### config.mk
export PLATFORM = sky130hd
export DESIGN_NAME = seq_detect_p
export DESIGN_NICKNAME = d
export VERILOG_FILES = /design/src/rtl/seq_detect_p.sv
export SDC_FILE = /design/constraint.sdc
export NUM_CORES = 1
export LEC_CHECK = 0
export ABC_CLOCK_PERIOD_IN_PS = 2900
export BUFFER_PORTS_ARGS = -buffer_cell sky130_fd_sc_hd__buf_4
export CAP_MARGIN = 15
export CORE_ASPECT_RATIO = 2
export CORE_MARGIN = 2
export CORE_UTILIZATION = 30
export CTS_CLUSTER_DIAMETER = 50
export DETAILED_ROUTE_END_ITERATION = 6
export PLACE_DENSITY = 0.49
export REMOVE_ABC_BUFFERS = 1
export SLEW_MARGIN = 20
export SYNTH_ARGS = -nofsm -noshare
export SYNTH_HDL_FRONTEND = slang
export SYNTH_SLANG_ARGS = --single-unit
### constraint.sdc
create_clock -name clk -period 2.9 [get_ports clk]
set_input_delay 0.29 -clock clk [delete_from_list [all_inputs] [get_ports clk]]
set_output_delay 0.29 -clock clk [all_outputs]
set_load 0.03 [all_outputs]
### src/rtl/seq_detect_p.sv
// seq_detect_p: runtime-loadable serial pattern detector with a Mealy match
// pulse, an overlap/non-overlap mode and an optional saturating match counter.
// Optional feature macro: SEQ_DETECT_P_CNT_EN (builds the match counter;
// when undefined match_cnt is tied to 0).
module seq_detect_p #(
  parameter int PAT_W = 8,
  parameter int CNT_W = 8,
  parameter int LEN_W = $clog2(PAT_W + 1)
) (
  input  logic             clk,
  input  logic             reset_n,
  input  logic             load,
  input  logic [PAT_W-1:0] pattern,
  input  logic [LEN_W-1:0] pat_len,
  input  logic             overlap,
  input  logic             go_valid,
  input  logic             go,
  output logic             op,
  output logic             armed,
  output logic [CNT_W-1:0] match_cnt
);

  // History keeps one bit fewer than the pattern; the live go bit completes it.
  localparam int HIST_W = (PAT_W > 1) ? PAT_W - 1 : 1;

  typedef enum logic [1:0] {IDLE, FILL, RUN} state_t;

  state_t            state_q, state_d;
  logic [PAT_W-1:0]  pat_q, pat_d;
  logic [LEN_W-1:0]  len_q, len_d;
  logic              ovl_q, ovl_d;
  logic [HIST_W-1:0] hist_q, hist_d;
  logic [LEN_W-1:0]  fill_q, fill_d;
  logic              armed_q, armed_d;

  logic [LEN_W-1:0]  eff_len;
  logic [LEN_W-1:0]  fill_inc;
  logic [HIST_W:0]   win;
  logic [PAT_W-1:0]  len_msk;
  logic              match;

  // Low-len bits set; everything at or above len is ignored.
  function automatic logic [PAT_W-1:0] mask_of(input logic [LEN_W-1:0] len);
    logic [PAT_W-1:0] m;
    for (int i = 0; i < PAT_W; i++) m[i] = (i < int'(len));
    return m;
  endfunction

  // Clamp the requested length, build the window and evaluate the match.
  always_comb begin
    eff_len  = (int'(pat_len) > PAT_W) ? LEN_W'(PAT_W) : pat_len;
    fill_inc = (int'(fill_q) < PAT_W - 1) ? fill_q + LEN_W'(1) : fill_q;
    win      = {hist_q, go};
    len_msk  = mask_of(len_q);
    match    = go_valid && !load && (state_q == RUN) &&
               ((win[PAT_W-1:0] & len_msk) == (pat_q & len_msk));
  end

  assign op    = match;
  assign armed = armed_q;

  // Next-state: load wins over the serial stream; idle-valid cycles hold.
  always_comb begin
    state_d = state_q;
    pat_d   = pat_q;
    len_d   = len_q;
    ovl_d   = ovl_q;
    hist_d  = hist_q;
    fill_d  = fill_q;
    armed_d = armed_q;
    if (load) begin
      pat_d   = pattern & mask_of(eff_len);
      len_d   = eff_len;
      ovl_d   = overlap;
      hist_d  = '0;
      fill_d  = '0;
      armed_d = (eff_len != '0);
      if (eff_len == '0)      state_d = IDLE;
      else if (eff_len == 1)  state_d = RUN;
      else                    state_d = FILL;
    end else if (go_valid) begin
      hist_d = HIST_W'({hist_q, go});
      fill_d = fill_inc;
      case (state_q)
        FILL: if (int'(fill_inc) >= int'(len_q) - 1) state_d = RUN;
        RUN: begin
          // Non-overlapping mode restarts the history after every hit.
          if (match && !ovl_q) begin
            hist_d  = '0;
            fill_d  = '0;
            state_d = (len_q == 1) ? RUN : FILL;
          end
        end
        default: ;
      endcase
    end
  end

  // State and configuration registers.
  always_ff @(posedge clk) begin
    if (!reset_n) begin
      state_q <= IDLE;
      pat_q   <= '0;
      len_q   <= '0;
      ovl_q   <= 1'b0;
      hist_q  <= '0;
      fill_q  <= '0;
      armed_q <= 1'b0;
    end else begin
      state_q <= state_d;
      pat_q   <= pat_d;
      len_q   <= len_d;
      ovl_q   <= ovl_d;
      hist_q  <= hist_d;
      fill_q  <= fill_d;
      armed_q <= armed_d;
    end
  end

`ifdef SEQ_DETECT_P_CNT_EN
  logic [CNT_W-1:0] cnt_q, cnt_d;

  // Saturating match count, cleared by load.
  always_comb begin
    cnt_d = cnt_q;
    if (load)                        cnt_d = '0;
    else if (match && (cnt_q != '1)) cnt_d = cnt_q + CNT_W'(1);
  end

  // Counter register.
  always_ff @(posedge clk) begin
    if (!reset_n) cnt_q <= '0;
    else          cnt_q <= cnt_d;
  end

  assign match_cnt = cnt_q;
`else
  assign match_cnt = '0;
`endif

endmodule

==> results.toml, run 1 <==
[placed_design]
io_buffer_count = 19
post-dp-hpwl_mm = 2.699
gp_congestion = 0.7037

[timing]
skew_ps = 5.766
fin_crit_ps = 2538
fin_crit_sh_pct = 87.50
setup_viol = 0
tns_ps = 0
rsz0062_at_grt = "false"
slew_violations = 0
hold_viol = 0
fmax_mhz = 394.1

[setup_path]
slowest_delay_ps = 380
path_max_fanout = 6
arrival_ps = 2730
r2r_cells = 9
path_cells = "ha_1 -> a21oi_2 -> mux2_2 -> ha_1 -> a21oi_1 -> maj3_1 -> o21ai_0 -> nand3_1 -> a211oi_1"
cp-start-kind = "flop"
critPathBufInv = 0
slowest_stage = "dfxtp_1"
worst-setup-path-type = "reg2reg"
cp.depth = 9
cp_top_family = "adder cells"
required_ps = 3090
crit_path_frequent_cell = "ha_1"
cp-end-kind = "flop"

[cells_and_area]
antenna_cells = 0
syn2layout_area_growth_pct = 12.67
multiInputGateArea_sq_um = 934.6
fillers = 575
drive_above_1_share_pct = 14.14
nets = 224
seq_area_sq_um = 540.5

[power_and_ir_drop]
p_switching_mw = 0.2068
power.leakage_nw = 0.6814
sw_frac_of_total_pct = 27.83
pwr-share-clk_pct = 29.8
comb_power_share_pct = 16.6
seqPwrFrac_pct = 53.5
internal-power_mw = 0.5363
vdd_ir_drop_max_mv = 0.2597
p_total_mw = 0.7430
powerDensity_nw_per_um2 = 422.7

[route]
drt_iter0_drc = 17
viasPerCell = 4.867
wl_per_cell_um = 13.26
routed_wirelength_mm = 3.394
postRouteAntennaNets = 0
drc = 0
vias = 1246
drt-pass1-iter-count = 4

[floorplanning]
die_y_um = 106.0
core_area_sq_um = 5092
dieArea_sq_um = 5829
rows = 37
initial_core_util_pct = 30.64
io-pin-count = 28
die_x_um = 55.00

[clock_tree]
cts_made_buffers = 3
cts-root-buf = "clkbuf_8"
clk_latency_ps = 280
cts.sinks = 27
cts_tree = "yes"
cts_hold_buf = 0
cts-htree-levels = 1
path_clk_slew_ps = 100
clk_path_buf_depth = 2
cts_setup_buffers = 0

[hold_path]
hold_depth = 2
hold_class = "in2reg"

[outcome]
status = "finished, final reports clean"

[global_routing]
antenna_found_initial = 0
grt_max_degree = 25
grt-ovfl-total = 0
grt_usage_pct = 13.72
grt_pass1_wl_mm = 5.920
grt_pass1_vias = 1267

[synth]
netlist_area_sq_um = 1560
yosysUniqueCellTypes = 40
yosysWarningCount = 0
synth-seq-cells = 27
avgSynthCellArea_sq_um = 8.526
synthCells = 183
ys_seq_area_share_pct = 34.64

[flow_run]
maxCapViolations = 0
==> layout make-up <==
class	instances	area share [%]
flip-flops and latches	27	30.75
well taps	58	4.128
repair buffers	19	8.114
clock buffers	3	2.349
inverters	5	1.068
multi-input cells	143	53.17
clock inverters	1	0.4270
==> state kept, by name, indices dropped and copies added (netlist names) <==
register and cells:
armed 1, fill_q 4, hist_q 7, len_q 4, ovl_q 1, pat_q 8, state_q 2
==> cells in the final DEF (no fill, tap or decap), types with 5 or more instances in the layout <==
master,n
dfxtp_1,27
buf_4,19
nand2b_1,17
nand2_1,14
a21oi_1,14
nand3_1,12
conb_1,8
ha_1,7
xnor2_1,6
o21ai_0,6
nor2_1,6
nor2b_1,6
inv_1,5
xor2_1,5
==> metal layers <==
layer	track usage, %	vias to the layer above	routed length (um)
li1	-	653	-
met1	15.50	563	1334
met2	24.74	25	1900
met3	1.685	5	106
met4	4.704	0	52
met5	0	-	0
==> synthesized netlist by cell type, drive strengths merged <==
cell / instances / area (sq um)
xor2: 5 / 43.79
nor3b: 2 / 15.01
o211ai: 2 / 15.01
nor2: 7 / 33.78
a31oi: 4 / 25.02
o21bai: 1 / 7.510
nand2: 14 / 52.55
a211oi: 2 / 20.02
a22o: 1 / 8.760
or4: 2 / 18.77
ha: 7 / 87.58
or3: 1 / 6.260
nor2b: 6 / 37.54
nand4bb: 1 / 11.26
nand4b: 2 / 17.52
o21ai: 6 / 30.03
a21boi: 4 / 30.03
a32o: 2 / 20.02
conb: 1 / 3.750
o21a: 1 / 7.510
nand3: 12 / 60.06
nand2b: 17 / 106.4
dfxtp: 27 / 540.5
and2: 2 / 12.51
nor3: 4 / 20.02
a21oi: 15 / 75.07
nand3b: 2 / 15.01
o211a: 1 / 10.01
inv: 5 / 18.77
mux2i: 4 / 40.04
clkbuf: 5 / 28.77
maj3: 1 / 10.01
buf: 10 / 67.57
mux2: 1 / 11.26
xnor2: 6 / 52.55
==> cells by family after synthesis <==
logic type	after synthesis	share of synthesized area (%)
other cells	1	0.2403
xor+xnor	11	6.175
mux	5	3.288
compound gates	39	15.96
fa+ha+maj	8	6.255
buf+inv	20	7.378
flops	27	34.64
simple gates	72	26.06
==> stage by stage <==
| step | cells | instance area (sq um) | hold WS, ps | util [%] | setup slack (ps) |
|---|---|---|---|---|---|
| after CTS | 256 | 1754 | 205.7 | 34.45 | 270.5 |
| after detailed placement | 252 | 1705 | 445.7 | 33.49 | 306.1 |
| after global placement | 252 | 1705 | 439.9 | 33.49 | 332.9 |
| final | 256 | 1758 | 213.7 | 34.52 | 362.5 |
| after global routing | 256 | 1758 | 212.9 | 34.52 | 113.9 |
| after floorplan | 175 | 1490 | 407.5 | - | 458.9 |
==> power by group through the flow <==
stage               Sequential (mW)  Combinational, mW  Clock [mW]
floorplan                     0.405             0.0756           0
global placement              0.406              0.125           0
detailed placement            0.407              0.125           0
CTS                           0.398              0.126       0.236
global route                  0.400              0.140       0.252
finish                        0.398              0.124       0.222
==> path summary, 6_finish.rpt <==
| kind | start | endpoint | slack, ps |
|---|---|---|---|
| worst min register to register | pat_q[4] | pat_q[4] | 460 |
| worst max-delay path | fill_q[0] | state_q[1] | 360 |
| worst max register to register | fill_q[0] | state_q[1] | 360 |
| worst min-delay path | pattern[3] | pat_q[3] | 210 |
==> timing repair <==
item                                   4_1_cts  5_1_grt
setup endpoints to repair                    0        1
gates resized for setup                      0        1
endpoints found under the hold margin        0        0
(Power assumes the default switching activity.)
==> run 2, diff against run 1 <==
ABC_CLOCK_PERIOD_IN_PS = 2250   (was 2900)
PLACE_DENSITY = default   (was 0.49)
PLACE_DENSITY_LB_ADDON = 0.25   (was default)
clock period = 2.25 ns   (was 2.9 ns; I/O delays follow)
==> results.toml, run 2 (same netlist as run 1, synthesis figures left out) <==
[hold_path]
hold_class = "in2reg"
hold_end = "pat_q[3]"
worstHoldStart = "pattern[3]"
hold_depth = 2

[placed_design]
gp_congestion = 0.7556
pre_cts_slack_ps = -131.2
dpl-instance-area_sq_um = 1803
io_buffer_count = 19
placed_cells = 265
post-dp-hpwl_mm = 2.905

[global_routing]
grt-ovfl-total = 0
grt_max_degree = 24
antenna_found_initial = 0
grt_use_met2_pct = 26.02
grt_pass1_vias = 1343
grt_pass1_wl_mm = 6.327
grtUsageMet1_pct = 16.56
gr-max-usage-layer = "met2"
grt_use_met3_pct = 1.124
grt_usage_pct = 14.65

[setup_path]
path_cells = "ha_1 -> nor3_2 -> nor2_1 -> or4_4 -> or4_4 -> a211oi_4 -> o21a_1"
r2r_slack_ps = 80
cp.depth = 7
slowest_stage = "or4_4"
worst-setup-path-type = "reg2reg"
cp-start-kind = "flop"
r2r_cells = 7
crit_path_frequent_cell = "or4_4"
r2r_start = "len_q[1]"
cp-end-kind = "flop"
path_max_fanout = 7
slowest_delay_ps = 510
required_ps = 2480
arrival_ps = 2400
critPathBufInv = 0
cp_top_family = "simple AND/OR/NAND/NOR gates"
r2r_end = "state_q[0]"

[outcome]
status = "finished, final reports clean"

[cells_and_area]
reg.largest.list = "pat_q: 8 flops, hist_q: 7 flops"
final_cells = 271
largest_reg_flops = 8
syn2layout_area_growth_pct = 24.54
drive_above_1_share_pct = 26.76
fillers = 545
final_cell_mix = "buf_4 (32), dfxtp_1 (23), nand2b_1 (17), nand2_1 (14), a21oi_1 (13)"
antenna_cells = 0
final_common_cell = "buf_4"
nets = 239
final_util_pct = 38.16
regMostFlops = "pat_q"
final_area_sq_um = 1943

[timing]
slew_violations = 0
fmax_mhz = 460.3
hold_viol = 0
fin_crit_ps = 2173
fin_ws_ps = 77.38
setup_viol = 0
rsz0062_at_grt = "true"
skew_ps = 3.158
fin_crit_sh_pct = 96.56
tns_ps = 0

[route]
postRouteAntennaNets = 0
drt-pass1-iter-count = 4
vias = 1340
viasPerCell = 4.945
wl_per_cell_um = 13.97
drc = 0
drt_iter0_drc = 15
routed_wirelength_mm = 3.786

[clock_tree]
path_clk_slew_ps = 90
cts-htree-levels = 1
cts_tree = "yes"
clk_path_buf_depth = 2
cts_made_buffers = 3
clk_latency_ps = 280
cts.sinks = 27
cts-root-buf = "clkbuf_8"

[floorplanning]
die_y_um = 106.0
io-pin-count = 28
rows = 37
die_x_um = 55.00
core_area_sq_um = 5092
dieArea_sq_um = 5829
initial_core_util_pct = 30.64

[power_and_ir_drop]
vdd_ir_drop_max_mv = 0.4195
power.leakage_nw = 0.7719
powerDensity_nw_per_um2 = 504.0

[flow_run]
maxCapViolations = 0
-- run 2: cell count changes in the layout (fill, tap and decap cells not counted), moves of 2 or more --
cell,before,now
dfxtp_1,27,23
buf_4,19,32
dfxtp_2,0,4
ha_1,7,5
or4_4,1,3
-- run 2: layout make-up --
cell class,count,area (sq um),share of cell area [%]
Clock buffer,3,41.29,2.125
Clock inverter,1,5.005,0.2576
Inverter,5,18.77,0.9659
Multi-Input combinational cell,144,1008,51.90
Sequential cell,27,545.5,28.07
Tap cell,58,72.57,3.735
Timing Repair Buffer,33,251.5,12.94
-- run 2: worst max path at each step --
stage | from | to
floorplan | fill_q[0] | state_q[0]
finish | len_q[1] | state_q[0]
CTS | len_q[0] | state_q[0]
detailed placement | fill_q[0] | state_q[1]
global placement | fill_q[0] | state_q[0]
global route | len_q[1] | op
-- run 2: where the power goes --
group / switching [mW] / internal (mW)
logic: 0.101 / 0.0837
clock network: 0.157 / 0.124
registers: 0.0169 / 0.496
-- run 2: per-stage QoR --
step           power [mW]  hold WS (ps)
3_5_place_dp       0.6970         442.8
5_1_grt             1.037         153.3
2_1_floorplan      0.6190         342.5
6_report           0.9794         151.7
3_3_place_gp       0.6970         436.9
4_1_cts            0.9877         148.3
-- run 2: metal layers --
layer / vias to the layer above / wire length (um)
li1: 685 / -
met1: 616 / 1400
met2: 28 / 2142
met3: 11 / 104
met4: 0 / 138
met5: - / 0
-- run 2: worst register-to-register path, stage by stage (launching register included) --
cell,delay (ps)
dfxtp_2,360
ha_1,200
nor3_2,100
nor2_1,80
or4_4,500
or4_4,510
a211oi_4,230
o21a_1,150
-- run 2: timing repair --
action,4_1_cts,5_1_grt
hold endpoints to repair,0,0
hold buffers,0,0
cloned,0,1
pin swaps,2,6
endpoints found under the setup margin,2,13
gates resized for setup,8,14
setup buffers,0,1
